**src/rtl/tlb_random_gen.sv**
```systemverilog
// -----------------------------------------------------------------------------
// tlb_random_gen
//
// Replacement-index generator for the CP0 Random register. It owns the Wired
// register and produces the TLBWR victim index, always kept inside
// [Wired, ENTRIES-1].
//
// Index update modes (mode input):
//   0 : LCG pseudo-random; a new index is drawn on each `next` pulse
//   1 : round-robin; the index is decremented (with wrap) on each `next` pulse
//   2 : free-running; the index is decremented (with wrap) every cycle,
//       and `next` is ignored
//   3 : reserved; behaves exactly like mode 0
//
// Handshake: there is no valid/ready pairing in this block. `next`,
// `wiredWe` and `seedWe` are single-cycle strobes, sampled on the rising
// clock edge. Their effect shows on the registered outputs one cycle later.
//
// Ports:
//   clk        in   1        clock
//   rst        in   1        synchronous active-high reset
//   mode       in   2        index update mode (see above)
//   next       in   1        TLBWR commit pulse; advances the index
//   wiredWe    in   1        write the Wired register
//   wiredIn    in   IDX_W    new Wired value
//   seedWe     in   1        load the LCG state
//   seedIn     in   PRNG_W   new LCG state
//   regWired   out  IDX_W    Wired register
//   regRandom  out  IDX_W    Random register (TLBWR victim index)
// -----------------------------------------------------------------------------
module tlb_random_gen #(
    parameter int                ENTRIES = 32,
    parameter int                IDX_W   = $clog2(ENTRIES),
    parameter int                PRNG_W  = 18,
    parameter int unsigned       LCG_MUL = 65521,
    parameter int unsigned       LCG_INC = 1,
    parameter logic [PRNG_W-1:0] SEED    = 18'h143fd
) (
    input  logic              clk,
    input  logic              rst,
    input  logic [1:0]        mode,
    input  logic              next,
    input  logic              wiredWe,
    input  logic [IDX_W-1:0]  wiredIn,
    input  logic              seedWe,
    input  logic [PRNG_W-1:0] seedIn,
    output logic [IDX_W-1:0]  regWired,
    output logic [IDX_W-1:0]  regRandom
);

    // The product is wide enough to hold prng * range without truncation.
    localparam int PROD_W = PRNG_W + IDX_W + 1;

    localparam logic [IDX_W:0]    ENTRIES_V = (IDX_W + 1)'(ENTRIES);
    localparam logic [IDX_W-1:0]  MAX_IDX   = IDX_W'(ENTRIES - 1);
    localparam logic [PRNG_W-1:0] MUL_V     = PRNG_W'(LCG_MUL);
    localparam logic [PRNG_W-1:0] INC_V     = PRNG_W'(LCG_INC);

    logic [IDX_W-1:0]  random_q, random_d;
    logic [IDX_W-1:0]  wired_q,  wired_d;
    logic [PRNG_W-1:0] prng_q,   prng_d;

    logic              lcg_mode;
    logic              rr_mode;
    logic              fr_mode;
    logic [IDX_W:0]    range_w;
    logic [PROD_W-1:0] product;
    logic [IDX_W-1:0]  lcg_idx;
    logic [IDX_W-1:0]  dec_idx;
    logic [PRNG_W-1:0] prng_step;

    always_comb begin
        lcg_mode = (mode == 2'd0) || (mode == 2'd3);
        rr_mode  = (mode == 2'd1);
        fr_mode  = (mode == 2'd2);

        // range is at least 1 because Wired never exceeds ENTRIES-1.
        range_w = ENTRIES_V - {1'b0, wired_q};

        // Scale the PRNG state into [0, range-1]. Since prng < 2^PRNG_W,
        // (prng * range) >> PRNG_W < range, so the sum stays <= ENTRIES-1.
        product = {{(IDX_W + 1){1'b0}}, prng_q} * {{PRNG_W{1'b0}}, range_w};
        lcg_idx = wired_q + IDX_W'(product >> PRNG_W);

        // Decrement, wrapping back to the top once Wired is reached.
        dec_idx = (random_q == wired_q) ? MAX_IDX : (random_q - 1'b1);

        // The multiply is done at PRNG_W bits, which gives the mod 2^PRNG_W.
        prng_step = (MUL_V * prng_q) + INC_V;
    end

    always_comb begin
        wired_d  = wired_q;
        random_d = random_q;
        prng_d   = prng_q;

        // Index: wiredWe wins over any stepping in the same cycle.
        if (wiredWe) begin
            wired_d  = wiredIn;
            random_d = MAX_IDX;
        end else if (lcg_mode && next) begin
            random_d = lcg_idx;
        end else if ((rr_mode && next) || fr_mode) begin
            random_d = dec_idx;
        end

        // PRNG: a seed load replaces the step. A coincident next has already
        // drawn its index from the old state above.
        if (seedWe) begin
            prng_d = seedIn;
        end else if (lcg_mode && next) begin
            prng_d = prng_step;
        end
    end

    always_ff @(posedge clk) begin
        if (rst) begin
            wired_q  <= '0;
            random_q <= MAX_IDX;
            prng_q   <= SEED;
        end else begin
            wired_q  <= wired_d;
            random_q <= random_d;
            prng_q   <= prng_d;
        end
    end

    assign regWired  = wired_q;
    assign regRandom = random_q;

endmodule

```
**config.mk**
```make
export PLATFORM = sky130hd
export DESIGN_NAME = tlb_random_gen
export DESIGN_NICKNAME = d
export VERILOG_FILES = /design/src/rtl/tlb_random_gen.sv
export SDC_FILE = /design/constraint.sdc
export NUM_CORES = 1
export LEC_CHECK = 0
export ABC_AREA = 1
export CAP_MARGIN = 20
export CORE_MARGIN = 2
export CORE_UTILIZATION = 33
export CTS_BUF_LIST = sky130_fd_sc_hd__clkbuf_4 sky130_fd_sc_hd__clkbuf_8
export CTS_CLUSTER_SIZE = 12
export DETAILED_ROUTE_END_ITERATION = 8
export PLACE_DENSITY = 0.52
export SLEW_MARGIN = 20
export SYNTH_ARGS = -nofsm -noshare
export SYNTH_HDL_FRONTEND = slang
export SYNTH_SLANG_ARGS = --single-unit
```
**constraint.sdc**
```tcl
create_clock -name clk -period 6.6 [get_ports clk]
set_clock_uncertainty 0.05 [all_clocks]
set_input_delay 1.98 -clock clk [delete_from_list [all_inputs] [get_ports clk]]
set_output_delay 1.98 -clock clk [all_outputs]
set_load 0.03 [all_outputs]
```
==> qor.yml, run 1 <==
floorplan:
  rows: 54
  initial_utilization_pct: 33.4
  fp.dieH_um: 152
  core_area_mm2: 0.0218
  ios: 40
  dieArea_mm2: 0.0232
  die_w_um: 152
critical_path:
  cp_max_fo: 16
  cp_data_arrival_time_ns: 6.14
  required_ns: 6.74
  critical_path.top_delay_family: "adder cells"
  critical-path-max-stage-delay_ns: 0.53
  critPathSlowestCell: "fa_1"
  worst-path-buf-inv: 6
  cp-start-kind: "flip-flop"
  path_class: "reg2reg"
  crit_top_cell: "nand2_1"
  end_kind: "flip-flop"
timing:
  drv_slew: 0
  tightest_slew_ns: 0.900
  fmax_mhz: 167
  slew_headroom_pct: 39.8
  setup_viol: 0
  setup-tns-final_ns: 0
  rsz0062_at_grt: "no"
  period_share_pct: 90.9
  timing.final.crit_period_ns: 6.00
  setup_ws_ns: 0.598
  hold_viol: 0
layout:
  finalNetCount: 1237
  fill_cells: 2334
  final_common_cell: "inv_1"
  num_antenna_cells: 0
  drive_gt1_share_pct: 3.40
  layout_common_cells: "242 x inv_1, 182 x nand2_1, 115 x fa_1"
  layout.cells.non_filler: 1279
  synthToLayoutAreaGrowth_pct: 11.1
clocking:
  postCtsSetupRepairBufs: 0
  cts_num_sinks: 28
  cts_hold_buf: 0
  cts_tree: "done"
  path_clk_slew_ns: 0.10
  clock_latency_ns: 0.28
  numCtsBuffers: 3
  clockRootBuffer: "clkbuf_8"
  cts_resized: 0
  htreeDepth: 1
  cts_buffer_depth: 2
global_routing:
  use_met2_pct: 29.5
  antenna_found_initial: 0
  grt_pass1_vias: 6393
  grt_pass1_wl_um: 33400
  gr-usage-met3_pct: 1.31
  busiest_layer: "met2"
  grtUsageMet1_pct: 25.9
  grt_max_degree: 24
  globalRouteOverflowTotal: 0
  track_usage_pct: 17.8
synth:
  syn_area_per_cell_um2: 7.56
  async_reset_ff_share_pct: 0
  mappedNetlistNets: 1199
  synth-main-ff-cell: "dfxtp_1"
  synth_area_mm2: 0.00727
  synth_edf_count: 0
  synth_seq_cells: 28
  yosysSeqAreaShare_pct: 7.71
  ys_types: 43
  syn_inst: 962
  ys_warn_count: 0
placement:
  detailedPlace.worstSlack_ns: 0.598
  place_inst: 1275
  dpl.hpwl_um: 17000
  io_buffers: 39
  place_congestion: 0.857
run_status:
  status: "completed"
routing:
  postRouteAntennaNets: 0
  num_vias: 6016
  via_per_inst: 4.70
  drtIter0Drc: 303
  wire_per_inst_um: 15.5
  drcViolationCount: 0
  totalWireLength_um: 19800
  drt_pass1_iterations: 5
flow_run:
  max-cap-violations: 0
min_path:
  hold_class: "reg2reg"
## cell usage after synthesis, types with 2 or more instances
master / n / area (µm²)
a211oi_1: 2 / 15.0
a21o_1: 4 / 30.0
a21oi_1: 43 / 215
a21oi_2: 3 / 26.3
a31o_1: 2 / 17.5
a31oi_1: 6 / 37.5
buf_2: 2 / 10.0
buf_4: 2 / 15.0
clkbuf_1: 9 / 33.8
clkinv_1: 2 / 7.51
dfxtp_1: 28 / 561
fa_1: 115 / 2300
ha_1: 92 / 1150
inv_1: 242 / 908
inv_2: 5 / 18.8
nand2_1: 182 / 683
nand2_2: 5 / 31.3
nand2b_1: 3 / 18.8
nand3_1: 30 / 150
nand3_2: 2 / 20.0
nand3b_1: 2 / 15.0
nand4_1: 5 / 31.3
nor2_1: 84 / 315
nor2_2: 2 / 12.5
nor3_1: 7 / 35.0
nor3_2: 2 / 20.0
nor4_1: 3 / 18.8
o211ai_1: 14 / 105
o21a_1: 2 / 15.0
o21ai_0: 20 / 100
o21ai_1: 4 / 20.0
o221ai_1: 5 / 43.8
or2_1: 2 / 12.5
xnor2_1: 8 / 70.1
xor2_1: 15 / 131
## cell type report
type,count,area (µm²),area share (%)
multi-input cells,672,5720,70.8
inverters,249,935,11.6
clock buffers,3,41.3,0.511
clock inverters,1,30.0,0.372
repair buffers,46,443,5.48
flip-flops and latches,28,561,6.94
well taps,280,350,4.34
## flip-flops by register name, summed over array words and instances, names as in the netlist
| signal | cells |
|---|---|
| regWired | 5 |
| prng_q | 18 |
| regRandom | 5 |
## logic make-up after synthesis
family	count (synthesis)	share of synthesized area (%)
xor gates and xnor gates	23	2.77
and+or+nand+nor	331	19.0
DFF	28	7.71
adders and majority gates	207	47.5
AOI/OAI and AO/OA	111	9.39
buffers and inverters	262	13.7
## stage by stage
stage / hold slack (ns) / instance area (µm²) / utilization [%]
finish: 0.508 / 8080 / 37.1
global route: 0.552 / 8080 / 37.1
CTS: 0.510 / 8080 / 37.1
detailed placement: 0.493 / 8010 / 36.8
global placement: 0.498 / 8010 / 36.8
floorplan: 0.477 / 7270 / -
## metal layers
layer  vias up  wire, µm
met5         -         0
met4         0       397
met3        21       613
met2        93      9100
met1      2882      9690
li1       3020         -
## worst register-to-register path, delay by kind of cell, from the launching register on
family          cells  cell delay, ns
compound gates      1            0.16
xor+xnor            2            0.61
fa+ha+maj           6            2.30
buf+inv             6            0.58
flops               1            0.48
simple gates       15            1.76
## path summary, 6_finish.rpt
kind                            slack, ns         start  cells after the start            to
worst max-delay path                 0.60   regWired[1]                     30  regRandom[4]
worst min-delay path                 0.51  regRandom[2]                      2  regRandom[2]
worst max register to register       0.60   regWired[1]                     30  regRandom[4]
worst min register to register       0.51  regRandom[2]                      2  regRandom[2]
Power of run 1 is left out: the tool's default activity adds up to more than one toggle a clock period on the data nets, which glitch-free logic cannot reach.
==> run 2, diff against run 1 <==
--- a/config.mk
+++ b/config.mk
@@ -13,5 +13,5 @@
 export CTS_CLUSTER_SIZE = 12
 export DETAILED_ROUTE_END_ITERATION = 8
-export PLACE_DENSITY = 0.52
+export PLACE_DENSITY = 0.54
 export SLEW_MARGIN = 20
 export SYNTH_ARGS = -nofsm -noshare
==> constraint.sdc (replaced) <==
create_clock -name clk -period 5.5 [get_ports clk]
set_clock_uncertainty 0.05 [all_clocks]
set_input_delay 1.1 -clock clk [delete_from_list [all_inputs] [get_ports clk]]
set_output_delay 1.1 -clock clk [all_outputs]
set_load 0.03 [all_outputs]
==> qor.yml, run 2 (synthesis results as in run 1) <==
min_path:
  hold_path_end: "regWired[2]"
  worstHoldStart: "regWired[2]"
  hold_class: "reg2reg"
  hold_path_depth: 2
routing:
  drt_pass1_iterations: 4
  num_vias: 6402
  drcViolationCount: 0
  via_per_inst: 4.66
  wire_per_inst_um: 15.3
  drtIter0Drc: 272
  totalWireLength_um: 21000
  postRouteAntennaNets: 0
layout:
  drive_gt1_share_pct: 18.0
  ff_latch_area_um2: 568
  fill_cells: 2257
  final_common_cell: "inv_1"
  largest_register: "prng_q"
  final_area_mm2: 0.00925
  num_antenna_cells: 0
  largest_register_ffs: 18
  multi_input_area_mm2: 0.00606
  finalNetCount: 1332
  synthToLayoutAreaGrowth_pct: 27.1
  layout_common_cells: "238 x inv_1, 175 x nand2_1, 112 x fa_1"
critical_path:
  critical-path-max-stage-delay_ns: 0.54
  critPathSlowestCell: "fa_1"
  r2r-end: "regRandom[4]"
  cp-start-kind: "flip-flop"
  timing.rr.start: "regWired[1]"
  crit_start: "regWired[1]"
  worstRegToRegCells: 32
  crit_top_cell: "nand2_1"
  path_class: "reg2reg"
  r2r_slack_ns: 0.11
  cp_max_fo: 5
  cp_data_arrival_time_ns: 5.53
  required_ns: 5.64
  end_kind: "flip-flop"
global_routing:
  track_usage_pct: 18.3
  busiest_layer: "met2"
  antenna_found_initial: 0
  grt_max_degree: 24
  grt_pass1_vias: 6463
  use_met2_pct: 31.5
  grtUsageMet1_pct: 25.9
  globalRouteOverflowTotal: 0
  grt_pass1_wl_um: 34300
  gr-usage-met3_pct: 0.882
clocking:
  cts_hold_buf: 0
  path_clk_slew_ns: 0.11
  htreeDepth: 1
  cts_buffer_depth: 2
  clockRootBuffer: "clkbuf_8"
  cts_tree: "done"
  clock_latency_ns: 0.28
  cts_num_sinks: 28
  numCtsBuffers: 3
placement:
  dpl.hpwl_um: 17900
  place_congestion: 0.875
  io_buffers: 39
  postPlaceCellArea_mm2: 0.00865
floorplan:
  dieArea_mm2: 0.0232
  initial_utilization_pct: 33.4
  die_w_um: 152
  rows: 54
  fp.dieH_um: 152
  ios: 40
  core_area_mm2: 0.0218
flow_run:
  max-cap-violations: 0
timing:
  timing.final.crit_period_ns: 5.39
  fmax_mhz: 185
  drv_slew: 0
  hold_viol: 0
  setup_viol: 0
  period_share_pct: 98.0
  setup-tns-final_ns: 0
  rsz0062_at_grt: "yes"
  tightest_slew_ns: 0.940
  slew_headroom_pct: 37.2
run_status:
  status: "completed"
==> run 2: cell types whose count changed in the layout (fill, tap and decap cells not counted), moves of 8 or more <==
cell | before | now
ha_1 | 92 | 82
nor2_2 | 2 | 15
ha_4 | 0 | 9
buf_6 | 0 | 9
nor2_4 | 1 | 9
a21oi_2 | 3 | 11
nor2_1 | 84 | 63
buf_4 | 7 | 87
a21oi_1 | 43 | 35
==> run 2: final cells by class <==
type	count	share of cell area, %
multi-input combinational	672	65.6
inverter	249	10.2
tap	280	3.79
clock inverter	1	0.325
timing repair inverter	1	0.0812
timing repair buffer	140	13.5
clock buffer	3	0.447
sequential	28	6.14
==> run 2: repair_timing <==
item,in CTS,in global routing
resized for setup,26,64
setup buffers,4,12
setup endpoints to repair,3,8
endpoints found under the hold margin,0,0
cloned,1,1
pin swaps,9,35
==> run 2: worst max-delay path, delay by kind of cell, from the launching register on <==
family | cells | cell delay, ns
buf+inv | 8 | 0.83
compound gates | 1 | 0.15
flops | 1 | 0.37
simple gates | 15 | 1.32
xor+xnor | 2 | 0.34
fa+ha+maj | 6 | 2.21
==> run 2: per-layer routing <==
layer | wire (µm) | vias up
met1 | 9800 | 3072
met5 | 0 | -
li1 | - | 3211
met4 | 391 | 0
met3 | 442 | 16
met2 | 10400 | 103
==> run 2: per-stage QoR <==
step / std cells / util, % / hold slack [ns] / setup WS, ns
floorplan: 962 / - / 0.477 / 0.000835
detailed placement: 1352 / 39.7 / 0.462 / -0.249
finish: 1374 / 42.5 / 0.496 / 0.108
global route: 1374 / 42.5 / 0.529 / -0.226
CTS: 1361 / 40.7 / 0.478 / 0.0384
global placement: 1352 / 39.7 / 0.471 / -0.266
==> run 2: how the worst max path moves through the flow <==
stage	to	slack (ns)	depth (start not counted)
after floorplan	regRandom[4]	0.0008	32
after global placement	regRandom[4]	-0.27	31
after detailed placement	regRandom[4]	-0.25	31
after CTS	regRandom[4]	0.04	32
after global routing	regRandom[4]	-0.23	33
final	regRandom[4]	0.11	32
Power of run 2 is left out for the same reason.
==> run 3, diff against run 2 <==
- clock period: 5.5 -> 4.7 ns (I/O delays scaled with it)
==> qor.yml, run 3 (synthesis results as in run 1) <==
layout:
  final_area_mm2: 0.0104
  final_common_cell: "inv_1"
  layout_common_cells: "219 x inv_1, 164 x nand2_1, 159 x buf_4"
  num_antenna_cells: 0
  finalNetCount: 1411
  synthToLayoutAreaGrowth_pct: 42.9
  largest_register_ffs: 18
  drive_gt1_share_pct: 32.1
  largest_register: "prng_q"
routing:
  via_per_inst: 4.67
  postRouteAntennaNets: 0
  num_vias: 6787
  totalWireLength_um: 22100
  wire_per_inst_um: 15.2
  drt_pass1_iterations: 5
  drtIter0Drc: 320
  drcViolationCount: 0
placement:
  postPlaceCellArea_mm2: 0.00942
  io_buffers: 39
  place_congestion: 0.829
  dpl.hpwl_um: 18300
timing:
  slew_headroom_pct: 38.0
  drv_slew: 0
  setup_viol: 10
  setup-tns-final_ns: -3.07
  setup_ws_ns: -0.710
  rsz0062_at_grt: "yes"
  tightest_slew_ns: 0.927
  timing.final.crit_period_ns: 5.41
  fmax_mhz: 185
  hold_viol: 0
  period_share_pct: 115
floorplan:
  fp.dieH_um: 152
  ios: 40
  core_area_mm2: 0.0218
  rows: 54
  die_w_um: 152
  dieArea_mm2: 0.0232
  initial_utilization_pct: 33.4
clocking:
  path_clk_slew_ns: 0.10
  htreeDepth: 1
  cts_num_sinks: 28
  clockRootBuffer: "clkbuf_8"
  cts_tree: "done"
  clock_latency_ns: 0.28
  cts_buffer_depth: 2
  numCtsBuffers: 3
global_routing:
  grt_max_degree: 24
  grt_pass1_wl_um: 36300
  grt_pass1_vias: 6988
  track_usage_pct: 19.4
  globalRouteOverflowTotal: 0
  antenna_found_initial: 0
critical_path:
  cp-start-kind: "flip-flop"
  critical-path-max-stage-delay_ns: 0.51
  crit_top_cell: "nand2_1"
  timing.rr.start: "regWired[1]"
  end_kind: "flip-flop"
  critPathSlowestCell: "fa_1"
  crit_end: "regRandom[4]"
  crit_start: "regWired[1]"
  path_class: "reg2reg"
  required_ns: 4.84
  r2r-end: "regRandom[4]"
  cp_max_fo: 6
  r2r_slack_ns: -0.71
  cp_data_arrival_time_ns: 5.55
  worstRegToRegCells: 32
min_path:
  hold_class: "reg2reg"
  hold_path_depth: 2
flow_run:
  max-cap-violations: 0
run_status:
  status: "finished, violations left"
  violations: "negative setup slack"
==> run 3: cell type report <==
cell class	count	area (µm²)
timing repair buffer	219	1850
multi-input combinational	673	6570
inverter	249	942
sequential	28	609
clock buffer	3	41.3
tap	280	350
clock inverter	1	30.0
fill	2164	11400
==> run 3: timing repair <==
item / in CTS / in global routing
pin swaps: 53 / 71
cloned: 1 / 1
buffers inserted: 20 / 15
gates resized for setup: 84 / 83
endpoints found under the setup margin: 10 / 13
hold buffers: 0 / 0
==> run 3: critical path, delay by kind of cell, from the launching register on <==
kind	cells	cell delay [ns]
xor+xnor	2	0.41
flops	1	0.37
compound gates	4	0.64
fa+ha+maj	7	2.52
simple gates	13	0.84
buf+inv	6	0.48
==> run 3: worst min path at each step <==
stage                            start      endpoint  slack (ns)
final                     regRandom[2]  regRandom[2]        0.49
after global routing      regRandom[2]  regRandom[2]        0.57
after floorplan             prng_q[13]    prng_q[13]        0.48
after detailed placement  regRandom[2]  regRandom[2]        0.49
after CTS                 regRandom[2]  regRandom[2]        0.50
after global placement    regRandom[2]  regRandom[2]        0.48
==> run 3: through the flow <==
step	setup WS (ns)	utilization, %	hold WS [ns]	std cells
after global placement	-0.604	43.3	0.483	1415
final	-0.710	47.8	0.490	1453
after global routing	-0.978	47.8	0.572	1453
after floorplan	-0.327	-	0.477	962
after CTS	-0.617	46.0	0.503	1440
after detailed placement	-0.645	43.3	0.488	1415
==> run 3: metal layers <==
metal | wire length [µm] | GRT usage [%]
met5 | 0 | 0
met4 | 657 | 4.89
met3 | 607 | 1.05
met2 | 10600 | 33.1
met1 | 10200 | 27.1
Power of run 3 is left out for the same reason.
